--- src/rtl/dram_arb.sv ---
// dram_arb: one-transfer-per-cycle arbiter for two read clients and one
// write client sharing a single DRAM port with fixed read latency.
// Ports: clk, rst (sync, active-high); rd0_*/rd1_* read req/addr/gnt/vld;
//   rd_data shared 392-bit return; wr_req/addr/data/gnt write client;
//   dram_ren/wen/raddr/waddr/wdata to DRAM, dram_rdata from DRAM.
// Macro DRAM_ARB_STARVE_EN enables forced read service after STARVE_MAX
// consecutive write grants while a read waits.
module dram_arb #(
    parameter int RD_LAT     = 1,
    parameter int STARVE_MAX = 4
) (
    input  logic         clk,
    input  logic         rst,
    input  logic         rd0_req,
    input  logic [18:0]  rd0_addr,
    output logic         rd0_gnt,
    output logic         rd0_vld,
    input  logic         rd1_req,
    input  logic [18:0]  rd1_addr,
    output logic         rd1_gnt,
    output logic         rd1_vld,
    output logic [391:0] rd_data,
    input  logic         wr_req,
    input  logic [18:0]  wr_addr,
    input  logic [7:0]   wr_data,
    output logic         wr_gnt,
    output logic         dram_ren,
    output logic         dram_wen,
    output logic [18:0]  dram_raddr,
    output logic [18:0]  dram_waddr,
    output logic [7:0]   dram_wdata,
    input  logic [391:0] dram_rdata
);

    typedef enum logic {WPRI, RFORCE} state_t;

    localparam int CW = $clog2(STARVE_MAX + 1);

    state_t         state;
    logic [CW-1:0]  cnt;
    logic [CW-1:0]  cnt_nxt;
    logic           rr_last;
    logic [RD_LAT:0] tv;
    logic [RD_LAT:0] tc;
    logic           ren_q;
    logic           wen_q;
    logic [18:0]    raddr_q;
    logic [18:0]    waddr_q;
    logic [7:0]     wdata_q;
    logic [391:0]   rdata_q;

    logic rd_any;
    logic force_rd;
    logic rd0_win;
    logic g_w;
    logic g_r0;
    logic g_r1;
    logic g_rd;

    assign rd_any   = rd0_req | rd1_req;
    assign force_rd = (state == RFORCE) && rd_any;
    // rr_last==1 means client 1 went last, so client 0 is next
    assign rd0_win  = rd0_req && (!rd1_req || rr_last);
    assign g_w      = !rst && wr_req && !force_rd;
    assign g_r0     = !rst && !g_w && rd0_win;
    assign g_r1     = !rst && !g_w && rd1_req && !rd0_win;
    assign g_rd     = g_r0 | g_r1;

    assign rd0_gnt = g_r0;
    assign rd1_gnt = g_r1;
    assign wr_gnt  = g_w;

    // Write streak seen by a waiting read; kept in both builds, but only
    // the forcing FSM below acts on it.
    always_comb begin
        cnt_nxt = cnt;
        if (g_rd || !rd_any) begin
            cnt_nxt = '0;
        end else if (g_w && cnt != CW'(STARVE_MAX)) begin
            cnt_nxt = cnt + CW'(1);
        end
    end

    always_ff @(posedge clk) begin
        if (rst) begin
            state <= WPRI;
            cnt   <= '0;
        end else begin
            cnt <= cnt_nxt;
`ifdef DRAM_ARB_STARVE_EN
            unique case (state)
                WPRI: begin
                    if (cnt_nxt == CW'(STARVE_MAX)) state <= RFORCE;
                end
                RFORCE: begin
                    if (g_rd) state <= WPRI;
                end
                default: state <= WPRI;
            endcase
`else
            state <= WPRI;
`endif
        end
    end

    // tv/tc: in-flight read valid and owner, one stage per cycle
    always_ff @(posedge clk) begin
        if (rst) begin
            rr_last <= 1'b1;
            ren_q   <= 1'b0;
            wen_q   <= 1'b0;
            raddr_q <= '0;
            waddr_q <= '0;
            wdata_q <= '0;
            tv      <= '0;
            tc      <= '0;
            rdata_q <= '0;
        end else begin
            ren_q <= g_rd;
            wen_q <= g_w;
            if (g_rd) begin
                raddr_q <= g_r0 ? rd0_addr : rd1_addr;
                rr_last <= g_r1;
            end
            if (g_w) begin
                waddr_q <= wr_addr;
                wdata_q <= wr_data;
            end
            tv <= {tv[RD_LAT-1:0], g_rd};
            tc <= {tc[RD_LAT-1:0], g_r1};
            if (tv[RD_LAT]) rdata_q <= dram_rdata;
        end
    end

    assign rd0_vld    = !rst && tv[RD_LAT] && !tc[RD_LAT];
    assign rd1_vld    = !rst && tv[RD_LAT] && tc[RD_LAT];
    assign rd_data    = rst ? '0 : (tv[RD_LAT] ? dram_rdata : rdata_q);
    assign dram_ren   = !rst && ren_q;
    assign dram_wen   = !rst && wen_q;
    assign dram_raddr = rst ? '0 : raddr_q;
    assign dram_waddr = rst ? '0 : waddr_q;
    assign dram_wdata = rst ? '0 : wdata_q;

endmodule
--- config.mk ---
export PLATFORM = sky130hd
export DESIGN_NAME = dram_arb
export DESIGN_NICKNAME = d
export VERILOG_FILES = /design/src/rtl/dram_arb.sv
export SDC_FILE = /design/constraint.sdc
export NUM_CORES = 1
export LEC_CHECK = 0
export ABC_AREA = 1
export CAP_MARGIN = 20
export CORE_AREA = 2 2 352 354
export CTS_BUF_LIST = sky130_fd_sc_hd__clkbuf_8
export DETAILED_ROUTE_END_ITERATION = 6
export DIE_AREA = 0 0 354 356
export PLACE_DENSITY = 0.31
export SETUP_SLACK_MARGIN = 0.5
export SLEW_MARGIN = 30
export SYNTH_ARGS = -nofsm -noshare
export SYNTH_HDL_FRONTEND = slang
export SYNTH_SLANG_ARGS = --single-unit
--- constraint.sdc ---
create_clock -name clk -period 2.2 [get_ports clk]
set_clock_uncertainty 0.05 [all_clocks]
set_input_delay 0.33 -clock clk [delete_from_list [all_inputs] [get_ports clk]]
set_output_delay 0.33 -clock clk [all_outputs]
set_load 0.01 [all_outputs]
# Yosys cells after proc, flatten, opt, wreduce, memory -nomap -nowiden

Cells that the tools add are included.

$add $sub $neg: 0
$mul: 0
Div/mod/pow operators: 0
$lt $le $gt $ge: 0
Equal/unequal tests: 0
Shift operators: 0
Mux-type cells: 6
Bitwise gates (word level): 1
Reductions and logical operators: 17

Operators by type and width:

| operator            | number |
|---|---|
| 392-bit two-way mux | 2 |
| 19-bit two-way mux  | 3 |
| 1-bit logical AND   | 11 |
| 8-bit two-way mux   | 1 |
| 1-bit logical NOT   | 5 |
| 1-bit logical OR    | 1 |
| 1-bit bitwise OR    | 1 |

Register bits: 445
Latch bits: 0
Bits in writable memories: 0
Bits in read-only memories: 0
Output and inout bits: 445
Memories kept: 0

# Depth between registers and ports, before layout

Gate-level depths: netlist of run 1.

Word-level depth: 7
Depth in mapped cells: 8
Depth with buffers taken out: 7

# Least setup slack after synthesis of run 1

Ideal clock, no wire load.

Path kind: input to output
From: input rst
To: output rd_data[100]
Data arrival time: 1.191 ns
Setup slack: 0.629 ns
Stages: 6
Buffers on the path: 3
Cell sequence: buf_6 clkinv_2 buf_4 clkbuf_1 o21ai_0 nor2_1

Longest elaborated chain between the ends: 1

RTL lines:

| what                | RTL line | source |
|---|---|---|
| start, declared     | 13       | `input logic rst,` |
| 392-bit two-way mux | n/a      |  |
| end, declared       | 22       | `output logic [391:0] rd_data,` |

No other way between the ends.

# Worst setup path after layout of run 1

From: register tv[1]
To: output rd_data[227]

Longest elaborated chain between the ends: 2

RTL lines:

| what                             | RTL line | source |
|---|---|---|
| start, declared                  | 43       | `logic [RD_LAT:0] tv;` |
| start signal, assigned           | 129      | `tv <= {tv[RD_LAT-1:0], g_rd};` |
| 392-bit two-way mux (2 in a row) | n/a      |  |

No other way between the ends.

==> flow_metrics.env, run 1 <==
export IMPL_core_mm2=0.123
export IMPL_mostFrequentLayoutCells="nor2_1, clkdlybuf4s50_1, dfxtp_1"
export IMPL_antenna_found_initial=18
export IMPL_holdWs_ps=108
export IMPL_power_mw=20.9
export IMPL_areaGrowthSynthToFinish_pct=89.4
export IMPL_synth_nets=2567
export IMPL_io_buffers=906
export IMPL_worst_pin_slew_ps=462
export IMPL_ys_warn_count=0
export IMPL_final_hold_viol_count=0
export IMPL_multi_input_area_mm2=0.00610
export IMPL_fin_area_mm2=0.0302
export IMPL_path_class="reg2out"
export IMPL_drc=0
export IMPL_hpwl_um=66500
export IMPL_routed_wirelength_um=89400
export IMPL_crit_path_max_incr_delay_ps=560
export IMPL_yosys_area_share_simple_pct=24.7
export IMPL_post_place_ws_ps=-115
export IMPL_final_common_cell="nor2_1"
export IMPL_final_nets=3645
export IMPL_grt_total_usage_pct=13.5
export IMPL_synth_xor_area_share_pct=0
export IMPL_status="finished with violations"
export IMPL_synth_top_family_by_area="simple AND/OR/NAND/NOR gates"
export IMPL_clkSlewWorstSetupHoldPaths_ps=60
export IMPL_power_density_mw_per_mm2=692
export IMPL_final_setup_viol_count=397
export IMPL_ys_seq_area_share_pct=55.7
export IMPL_synth_mux_area_share_pct=0
export IMPL_dieHeight_um=356
export IMPL_clk_root_buffer_cell="clkbuf_8"
export IMPL_initial_core_util_pct=13.0
export IMPL_grt_pass1_vias=18100
export IMPL_regArea_mm2=0.00889
export IMPL_slew_headroom_pct=69.2
export IMPL_place_gp_congestion=0.777
export IMPL_drive_gt1_share_pct=16.0
export IMPL_fin_crit_ps=2870
export IMPL_tritoncts="built"
export IMPL_synth_area_per_cell_um2=7.59
export IMPL_vias=17600
export IMPL_placed_cells=4682
export IMPL_slowest_stage="clkdlybuf4s50_1"
export IMPL_grt_max_degree=56
export IMPL_violations="negative setup slack"
export IMPL_clk_path_buf_depth=3
export IMPL_start_kind="flip-flop"
export IMPL_die_w_um=354
export IMPL_clk_latency_ps=760
export IMPL_crit_chain="inv_12, buf_16, buf_12, nor2_1, nor2_1, clkdlybuf4s50_1"
export IMPL_finalNonFillerCells=4892
export IMPL_synth_fa_ha_area_share_pct=0
export IMPL_r2r_cells=5
export IMPL_nFillCells=13700
export IMPL_endpoint_kind="output pin"
export IMPL_hp_class="in2reg"
export IMPL_syn_inst=2105
export IMPL_max_freq_ghz=0.349
export IMPL_die_area_mm2=0.126
export IMPL_grt_pass1_wl_um=126000
export IMPL_pin_count=907
export IMPL_crit_fanout=15
export IMPL_cap_viol_max_count=0
export IMPL_cts_sinks=444
export IMPL_rsz0062_at_grt="true"
export IMPL_row_count=129
export IMPL_synth_distinct_cells=22
export IMPL_h_tree_depth=3
export IMPL_critPathMostFrequentCell="nor2_1"
export IMPL_wl_per_cell_um=18.3
export IMPL_netlist_area_mm2=0.0160
export IMPL_cp_arrival_ps=2490
export IMPL_synth_compound_area_share_pct=13.1
export IMPL_grt_ovfl_total=0
export IMPL_cts_made_buffers=96
export IMPL_cp_required_ps=1820
export IMPL_ir_drop_mv=0.371
export IMPL_hold_depth=3
export IMPL_leakagePower_nw=13.6
export IMPL_viasPerCell=3.60
export IMPL_antenna_left=0
export IMPL_final_util_pct=24.7
export IMPL_dr_pass1_iters=4
export IMPL_setup_slack_ps=-666
export IMPL_place_area_mm2=0.0282
export IMPL_synth_seq_cells=444
export IMPL_drv_slew=0
export IMPL_finalCritPeriodShare_pct=130
export IMPL_tns_ps=-168320
export IMPL_drt_iter0_drc=722
==> what timing repair did <==
action | in CTS | in global routing
cloned | 0 | 2
gates resized for setup | 378 | 216
hold endpoints to repair | 166 | 0
endpoints found under the setup margin | 445 | 445
hold buffers | 29 | 0
setup buffers | 4 | 5
pin swaps | 1 | 11
==> cell usage after synthesis, drive strengths merged <==
library cell,count,area (um^2)
and3,1,6.26
buf,68,404
clkbuf,90,338
clkinv,11,42.5
dfxtp,444,8890
inv,67,251
nand2,90,338
nand3,22,115
nand3b,19,143
nand4,19,119
nor2,854,3220
nor3,1,5.00
o21ai,419,2100
==> kinds of logic (layout without fill, tap and decap cells) <==
family / count (synthesis) / after routing
compound gates: 419 / 419
buf+inv: 236 / 1379
flops: 444 / 444
other cells: 0 / 7
simple gates: 1006 / 1006
==> critical path: cells and delay by family (launching register included) <==
kind,cells,cell delay (ps)
flops,1,390
buf+inv,4,1090
simple gates,2,200
==> cell type report <==
| type | instances | area share (%) |
|---|---|---|
| antenna | 7 | 0.0579 |
| clock inverter | 55 | 0.877 |
| tap | 1637 | 6.77 |
| sequential | 444 | 29.4 |
| multi-input combinational | 1425 | 20.2 |
| clock buffer | 108 | 4.91 |
| inverter | 78 | 1.05 |
| timing repair buffer | 1138 | 36.8 |
==> routing by layer <==
layer	part of all wire, %	global-route usage (%)	up-vias
met5	0.15	0	-
met4	2.8	5.46	20
met3	9.8	6.20	143
met2	48	22.7	635
met1	39	14.8	7955
li1	-	-	8874
==> path summary, 6_finish.rpt <==
check	startpoint	to	slack (ps)
worst max-delay path	tv[1]$_SDFF_PP0_	rd_data[227]	-670
worst min-delay path	dram_rdata[113]	rdata_q[113]$_DFF_P_	110
worst max register to register	tv[1]$_SDFF_PP0_	rdata_q[46]$_DFF_P_	610
worst min register to register	tc[0]$_SDFF_PP0_	tc[1]$_SDFF_PP0_	330
==> flip-flops by register name, summed over array words and instances (netlist names) <==
signal / count
rdata_q: 392
raddr_q: 19
waddr_q: 19
wdata_q: 8
tc: 2
tv: 2
rr_last: 1
wen_q: 1
==> power by group <==
part | internal (mW) | switching, mW
registers | 8.53 | 0.0949
clock network | 4.54 | 4.16
logic | 1.92 | 1.68
total | 15.0 | 5.93
No activity file was read; power rests on OpenSTA's default activity.
==> run 2, diff against run 1 <==
- RECOVER_POWER: unset -> 50
==> flow_metrics.env, run 2 (synthesis results as in run 1) <==
export IMPL_drt_iter0_drc=722
export IMPL_viasPerCell=3.60
export IMPL_routed_wirelength_um=89400
export IMPL_setup_slack_ps=-666
export IMPL_grt_pass1_vias=18100
export IMPL_final_setup_viol_count=428
export IMPL_finalCritPeriodShare_pct=130
export IMPL_mostFrequentLayoutCells="nor2_1, clkdlybuf4s50_1, dfxtp_1"
export IMPL_endpoint_kind="output pin"
export IMPL_areaGrowthSynthToFinish_pct=89.3
export IMPL_clkSlewWorstSetupHoldPaths_ps=60
export IMPL_final_nets=3645
export IMPL_hpwl_um=66500
export IMPL_die_area_mm2=0.126
export IMPL_fin_crit_ps=2870
export IMPL_h_tree_depth=3
export IMPL_hp_class="in2reg"
export IMPL_rsz0062_at_grt="true"
export IMPL_row_count=129
export IMPL_dr_wl_met3_um=8820
export IMPL_wl_met2_um=42800
export IMPL_fin_area_mm2=0.0302
export IMPL_crit_chain="inv_12, buf_16, buf_12, nor2_1, nor2_1, clkdlybuf4s50_1"
export IMPL_wl_per_cell_um=18.3
export IMPL_cts_sinks=444
export IMPL_p_sw_mw=5.93
export IMPL_initial_core_util_pct=13.0
export IMPL_pwr_share_comb_pct=17.2
export IMPL_worst_pin_slew_ps=1350
export IMPL_wl_met1_um=35100
export IMPL_highest_layer="met5"
export IMPL_nFillCells=13700
export IMPL_grt_total_usage_pct=13.5
export IMPL_core_mm2=0.123
export IMPL_top_register="rdata_q"
export IMPL_grt_max_degree=56
export IMPL_clk_path_buf_depth=3
export IMPL_reg_largest_list="rdata_q (392), raddr_q (19), waddr_q (19)"
export IMPL_cp_required_ps=1820
export IMPL_place_area_mm2=0.0282
export IMPL_power_density_mw_per_mm2=692
export IMPL_antenna_left=0
export IMPL_ir_drop_mv=0.372
export IMPL_cts_made_buffers=96
export IMPL_vias=17600
export IMPL_placed_cells=4682
export IMPL_largest_reg_flops=392
export IMPL_violations="negative setup slack"
export IMPL_clk_root_buffer_cell="clkbuf_8"
export IMPL_finalNonFillerCells=4893
export IMPL_slowest_stage="clkdlybuf4s50_1"
export IMPL_final_hold_viol_count=0
export IMPL_status="finished with violations"
export IMPL_seqPwrFrac_pct=41.2
export IMPL_grt_pass1_wl_um=126000
export IMPL_leakagePower_nw=13.6
export IMPL_antenna_found_initial=18
export IMPL_critPathMostFrequentCell="nor2_1"
export IMPL_grt_ovfl_total=0
export IMPL_crit_path_max_incr_delay_ps=560
export IMPL_die_w_um=354
export IMPL_final_common_cell="nor2_1"
export IMPL_drive_gt1_share_pct=15.9
export IMPL_p_int_mw=15.0
export IMPL_tritoncts="built"
export IMPL_regArea_mm2=0.00889
export IMPL_path_class="reg2out"
export IMPL_dr_pass1_iters=4
export IMPL_cap_viol_max_count=0
export IMPL_dieHeight_um=356
export IMPL_max_freq_ghz=0.349
export IMPL_io_buffers=906
export IMPL_start_kind="flip-flop"
export IMPL_place_gp_congestion=0.777
export IMPL_clk_latency_ps=760
export IMPL_multi_input_area_mm2=0.00610
export IMPL_clkPwrFrac_pct=41.6
export IMPL_final_util_pct=24.6
export IMPL_cp_arrival_ps=2490
export IMPL_drc=0
export IMPL_drv_slew=0
export IMPL_crit_fanout=15
export IMPL_pin_count=907
export IMPL_slew_headroom_pct=10.1
export IMPL_netSwitchingFraction_pct=28.4
## run 2: cell type report
| cell class | instances | share of cell area [%] |
|---|---|---|
| Multi-Input combinational cell | 1425 | 20.2 |
| Antenna cell | 8 | 0.0662 |
| Tap cell | 1637 | 6.77 |
| Clock buffer | 108 | 4.92 |
| Timing Repair Buffer | 1138 | 36.7 |
| Clock inverter | 55 | 0.877 |
| Sequential cell | 444 | 29.4 |
| Inverter | 78 | 1.05 |
## run 2: timing repair
item                       in CTS  in global routing
hold endpoints to repair      166                  0
buffers inserted                4                  5
setup endpoints to repair     445                445
pin swaps                       1                 11
gates resized for setup       378                216
gates cloned                    0                  2
hold buffers                   29                  0
## run 2: power by group through the flow
stage / Sequential, mW / Clock (mW) / Combinational [mW]
finish: 8.62 / 8.71 / 3.60
global route: 8.66 / 9.59 / 3.93
CTS: 8.62 / 9.27 / 3.74
detailed placement: 8.79 / 0 / 3.71
global placement: 8.78 / 0 / 3.73
floorplan: 8.76 / 0 / 1.18
## run 2: per-stage QoR
| step | setup slack [ps] | power [mW] | hold slack (ps) | setup TNS (ps) |
|---|---|---|---|---|
| 2_1_floorplan | 629 | 9.94 | 338 | 0 |
| 3_3_place_gp | -115 | 12.5 | 344 | -2320 |
| 3_5_place_dp | -115 | 12.5 | 342 | -2130 |
| 4_1_cts | -868 | 21.6 | -36.5 | -287600 |
| 5_1_grt | -865 | 22.2 | 21.7 | -261640 |
| 6_report | -666 | 20.9 | 107 | -173650 |
## run 2: worst paths after layout
path	startpoint	endpoint	slack (ps)	cells past startpoint
setup reg to reg	tv[1]$_SDFF_PP0_	rdata_q[46]$_DFF_P_	610	5
hold reg to reg	tc[0]$_SDFF_PP0_	tc[1]$_SDFF_PP0_	330	2
hold / removal	dram_rdata[113]	rdata_q[113]$_DFF_P_	110	3
setup / recovery	tv[1]$_SDFF_PP0_	rd_data[227]	-670	6
## run 2: critical path, delay by kind of cell (launching register included)
family	cells	cell delay (ps)
and+or+nand+nor	2	200
DFF	1	390
buffers and inverters	4	1090
## run 2: per-layer routing
| metal | global-route usage (%) | up-vias |
|---|---|---|
| li1 | - | 8877 |
| met1 | 14.8 | 7960 |
| met2 | 22.7 | 634 |
| met3 | 6.20 | 143 |
| met4 | 5.46 | 20 |
| met5 | 0 | - |
